===== config.mk =====
export PLATFORM = sky130hd
export DESIGN_NAME = io_input_conditioner
export DESIGN_NICKNAME = d
export VERILOG_FILES = /design/src/rtl/io_input_conditioner.sv
export SDC_FILE = /design/constraint.sdc
export NUM_CORES = 1
export LEC_CHECK = 0
export ABC_CLOCK_PERIOD_IN_PS = 1400
export BUFFER_PORTS_ARGS = -buffer_cell sky130_fd_sc_hd__buf_2
export CORE_ASPECT_RATIO = 1.5
export CORE_MARGIN = 2
export CORE_UTILIZATION = 35
export CTS_CLUSTER_SIZE = 30
export DETAILED_ROUTE_END_ITERATION = 7
export HOLD_SLACK_MARGIN = 0.05
export PLACE_DENSITY = 0.65
export SYNTH_ARGS = -nofsm -noshare
export SYNTH_HDL_FRONTEND = slang
export SYNTH_SLANG_ARGS = --single-unit

===== constraint.sdc =====
create_clock -name clk -period 1.4 [get_ports clk]
set_clock_uncertainty 0.05 [all_clocks]
set_input_delay 0.14 -clock clk [delete_from_list [all_inputs] [get_ports clk]]
set_output_delay 0.14 -clock clk [all_outputs]
set_load 0.02 [all_outputs]

===== src/rtl/io_input_conditioner.sv =====
// Conditions raw external pins for the io block: 2-flop synchronizer, per-bit
// debounce qualification, and sticky rising-edge flags with a masked clear.
module io_input_conditioner #(
  parameter int WIDTH           = 8,
  parameter int DEBOUNCE_CYCLES = 4,
  localparam int CNT_W          = $clog2(DEBOUNCE_CYCLES + 1)
) (
  input  logic             clk,
  input  logic             rst,
  input  logic [WIDTH-1:0] pins_in,
  input  logic             clear_en,
  input  logic [WIDTH-1:0] clear_mask,
  output logic [WIDTH-1:0] io_input,
  output logic [WIDTH-1:0] edge_flags,
  output logic             any_edge
);

  localparam logic [CNT_W-1:0] CNT_LAST = CNT_W'(DEBOUNCE_CYCLES - 1);

  logic [WIDTH-1:0] sync1;
  logic [WIDTH-1:0] sync2;
  logic [CNT_W-1:0] cnt [WIDTH];
  logic [WIDTH-1:0] fire;
  logic [WIDTH-1:0] rise;
  logic [WIDTH-1:0] clr;

  // A bit qualifies on the edge where it has differed for DEBOUNCE_CYCLES edges.
  always_comb begin
    fire = '0;
    for (int i = 0; i < WIDTH; i++) begin
      fire[i] = (sync2[i] != io_input[i]) && (cnt[i] == CNT_LAST);
    end
  end

  assign rise     = fire & sync2;
  assign clr      = clear_en ? clear_mask : '0;
  assign any_edge = |edge_flags;

  always_ff @(posedge clk) begin
    if (rst) begin
      sync1      <= '0;
      sync2      <= '0;
      io_input   <= '0;
      edge_flags <= '0;
      for (int i = 0; i < WIDTH; i++) begin
        cnt[i] <= '0;
      end
    end else begin
      sync1 <= pins_in;
      sync2 <= sync1;
      for (int i = 0; i < WIDTH; i++) begin
        if (sync2[i] == io_input[i]) begin
          cnt[i] <= '0;
        end else if (cnt[i] == CNT_LAST) begin
          io_input[i] <= sync2[i];
          cnt[i]      <= '0;
        end else begin
          cnt[i] <= cnt[i] + CNT_W'(1);
        end
      end
      // Set beats clear so a rising event coinciding with a clear is kept.
      edge_flags <= (edge_flags & ~clr) | rise;
    end
  end

endmodule


== Yosys cells after proc, flatten, opt, wreduce, memory -nomap -nowiden ==
Memory sizes are Yosys's and may differ from the RTL's.
Index checks and enable logic that the tools add are counted.
Word-level totals
  memory bits (writable): 24
  bits of input ports: 19
  output and inout port bits: 17
  flip-flop bits (word level): 32
  memories: 1
  logic and storage cells: 212
Operators by class
  equality and inequality tests: 24
  multiplexer cells: 115
  reduce and logical (&&, ||, !) cells: 17
  bitwise logic cells: 36
  add/sub/neg operators: 8
Memories
  cnt: words 8, width 3, read ports 8, clocked after Yosys merged registers in 0, write ports 8, line 22  | logic [CNT_W-1:0] cnt [WIDTH];
Operator list (count)
  $mux 1: 90
  $mux 3: 24
  $add 3x1->3 const B: 8
  $eq 3x2->1 const B: 8
  $or 1x1->1: 24
  $and 8x8->8: 2
  $reduce_and 2->1: 8
  $eq 1x1->1: 8
  $logic_and 1x1->1: 8
  $mux 8: 1
  $ne 1x1->1: 8
  $not 1->1: 8
  $not 8->8: 1
  $or 8x8->8: 1
  $reduce_or 8->1: 1

== Depth between registers and ports, before layout ==
  depth in word-level cells: 7
  gate-level depth with buffers: 4
  depth with buffers taken out: 4

== Least setup slack after synthesis ==
OpenSTA, ideal clock, no wires.
  path kind: register -> register
  start: mem cnt[0][6] (netlist name)
  end: mem cnt[0][8] (netlist name) (data pin)
  required time: 1.174 ns
  stages on the path, launching flop included: 4
  slack: 0.097 ns
  arrival: 1.078 ns
  library setup time: 0.176 ns
  clock period less this slack: 1.303 ns
  buffers on the path: 0
  cells stage by stage: edfxtp_1 > ha_1 > ha_1 > nor4_1
RTL lines (line)
  from (decl): 22

==> flow_summary_export.csv <==
group,metric,value,unit
routing,drt_iter0_markers,65,
floorplan,fp.dieH,104,microns
sta,hold_violations,0,
floorplan,rows,36,
pwr,powerDensity,924,nW/um^2
final_layout,antenna_cells,0,
logic_synthesis,syn_area,2350,sq um
outcome,violations,"setup timing",
clocking,cts.reportedPaths.clkPinSlew,0.09,ns
routing,vias,1532,
min_path,hold_start,"clear_mask[4]",
outcome,status,"complete, but fails checks",
floorplan,io_pins,36,
setup_path,rr_worst_depth,3,
routing,drc,0,
final_layout,area_growth,32.2,%
logic_synthesis,synth_top_area_share,30.7,%
routing,routed_wl,4.06,mm
global_routing,grt_remaining_overflow,0,
clocking,cts_buffers,5,
setup_path,crit_path_end_kind,"flop",
setup_path,start_kind,"flop",
sta,drv_slew,0,
logic_synthesis,yosysWarnings,0,
clocking,cts-htree-levels,2,
global_routing,antenna_found_initial,0,
global_routing,grt_max_degree,57,
setup_path,reg2reg_to,"cnt[1][11]",
logic_synthesis,synth_seq_cells,56,
clocking,insertion_delay,0.30,ns
clocking,cts.sink_count,56,
pwr,power,2.87,mW
placement,placed_cell_area,2680,sq um
logic_synthesis,ys_types,19,
global_routing,grtUsageTotal,11.0,%
logic_synthesis,synth_cells,179,
pwr,peakVddDrop,0.535,mV
final_layout,nets,291,
placement,port_buffers,35,
pwr,leakagePower,1.20,nW
min_path,hold_path_class,"input pin to flop",
routing,antenna_left,0,
sta,layout_setup_ws,-0.0105,ns
floorplan,die_w,70.9,microns
setup_path,path_max_fanout,2,
placement,post-place-ws,-0.0414,ns
final_layout,drive_above_1_share,37.4,%
setup_path,worstPathRequired,1.47,ns
setup_path,ff2ff_setup_slack,-0.01,ns
routing,drt_pass1_iterations,2,
floorplan,initial_core_util,36.2,%
clocking,cts_tree,"done",
global_routing,grt_pass1_wl,6.42,mm
sta,setup_viol,1,
logic_synthesis,yosys.area.top_type,"edfxtp_1",
final_layout,fin_util,47.9,%
sta,fmax,709,MHz
logic_synthesis,seq_area_frac_synth,58.0,%
logic_synthesis,avgSynthCellArea,13.1,sq um
sta,finalCriticalPeriod,1.41,ns
clocking,cts_root_buf,"clkbuf_8",
min_path,holdPathEnd,"edge_flags[4]",
floorplan,dieArea,7390,sq um
flow_run,drv_cap,0,
setup_path,cp_data_arrival_time,1.48,ns
routing,drt-wirelength-per-cell,12.2,microns
sta,min_period_over_period,101,%
clocking,ctsLongestPathBuffers,2,
placement,gp_congestion,0.706,
min_path,holdPathStages,3,
sta,rsz0062_at_grt,"yes",
logic_synthesis,ys_top_cells_by_area,"edfxtp_1 31%, dfxtp_1 27%, ha_1 8.5%",
setup_path,reg2reg_from,"cnt[1][9]",
global_routing,grt_pass1_vias,1454,
setup_path,critical_path_class,"flop to flop",
routing,viasPerCell,4.60,
floorplan,core,6490,sq um
final_layout,fin_area,3100,sq um
## cell usage after synthesis
| cell type | instances |
|---|---|
| buf_2 | 2 |
| nor4_1 | 18 |
| nand2_1 | 1 |
| a21oi_1 | 8 |
| a21bo_2 | 8 |
| inv_1 | 8 |
| mux2i_1 | 8 |
| dfxtp_1 | 32 |
| nor4b_2 | 8 |
| nor2b_1 | 16 |
| clkbuf_1 | 2 |
| conb_1 | 1 |
| buf_6 | 2 |
| nor2_1 | 8 |
| nand3b_1 | 8 |
| buf_8 | 1 |
| edfxtp_1 | 24 |
| ha_1 | 16 |
| xnor2_1 | 8 |
## cells in the final DEF, fill, tap and decap left out
cell type and instances:
a21bo_2 8, a21oi_1 8, buf_12 1, buf_2 35, buf_4 7, clkbuf_1 2, clkbuf_8 5, clkinv_2 1
conb_1 24, dfxtp_1 30, dfxtp_2 2, dlygate4sd3_1 11, edfxtp_1 24, ha_1 3, ha_2 10, ha_4 3
inv_1 8, mux2i_1 8, nand2_1 1, nand3b_1 8, nor2_1 8, nor2b_1 16, nor4_1 2, nor4_2 15
nor4_4 1, nor4b_2 6, nor4b_4 2, xnor2_1 8
## metrics by stage
step                      cells  setup TNS, ns  hold WS [ns]
after global routing        333         -0.170        0.0588
after global placement      309              0         0.297
after CTS                   329              0        0.0506
after detailed placement    309        -0.0624         0.303
final                       333        -0.0105        0.0619
after floorplan             202              0         0.218
## per-layer routing
metal | vias to the layer above | GRT usage [%] | share of wire (%)
met5 | - | 0 | 0
met4 | 0 | 5.26 | 2.2
met3 | 7 | 2.62 | 3.7
met2 | 32 | 18.2 | 51
met1 | 716 | 13.1 | 43
li1 | 777 | - | -
## registers in the layout, summed over array words and instances (netlist names)
signal and count:
io_input 8, edge_flags 8, cnt 24, sync2 8
sync1 8
## cell families (layout without fill, tap and decap cells)
family	Yosys count	in the layout	share of synthesized area, %
AO/OA/AOI/OAI	16	16	5.12
XOR/XNOR	8	8	2.99
adder cells (fa/ha/maj)	16	16	8.53
buffers and inverters	15	70	3.62
flip-flops	56	56	58.0
multiplexers	8	8	3.41
other	1	24	0.160
AND/OR/NAND/NOR	59	59	18.2
## timing repair
item,in CTS,in global routing
hold buffers,11,0
setup endpoints to repair,12,25
resized for setup,7,30
buffers inserted,1,4
hold endpoints to repair,11,0
pin swaps,4,2
## report_power, final
group | internal, mW | total, mW | switching, mW
registers | 1.76 | 1.78 | 0.0269
clock network | 0.352 | 0.830 | 0.477
logic | 0.129 | 0.255 | 0.125
## layout make-up
cell class | count | area [sq um]
fillers | 626 | 3380
flip-flops and latches | 56 | 1360
multi-input cells | 131 | 1180
repair buffers | 54 | 358
well taps | 76 | 95.1
clock buffers | 7 | 76.3
inverters | 8 | 30.0
clock inverters | 1 | 5.00
## critical path: stages (launching register included)
cell	delay (ns)
edfxtp_1	0.40
ha_2	0.19
ha_2	0.26
nor4_2	0.32
## worst max path at each step
stage / start / endpoint / slack, ns / cells past startpoint
2_1_floorplan: cnt[0][6] / cnt[0][8] / 0.1 / 3
3_3_place_gp: cnt[1][6] / cnt[1][6] / 0.004 / 3
3_5_place_dp: cnt[1][6] / cnt[1][6] / -0.04 / 3
4_1_cts: cnt[1][9] / cnt[1][11] / 0.003 / 3
5_1_grt: cnt[1][9] / cnt[1][11] / -0.07 / 3
6_report: cnt[1][9] / cnt[1][11] / -0.01 / 3
(Power assumes the default switching activity.)
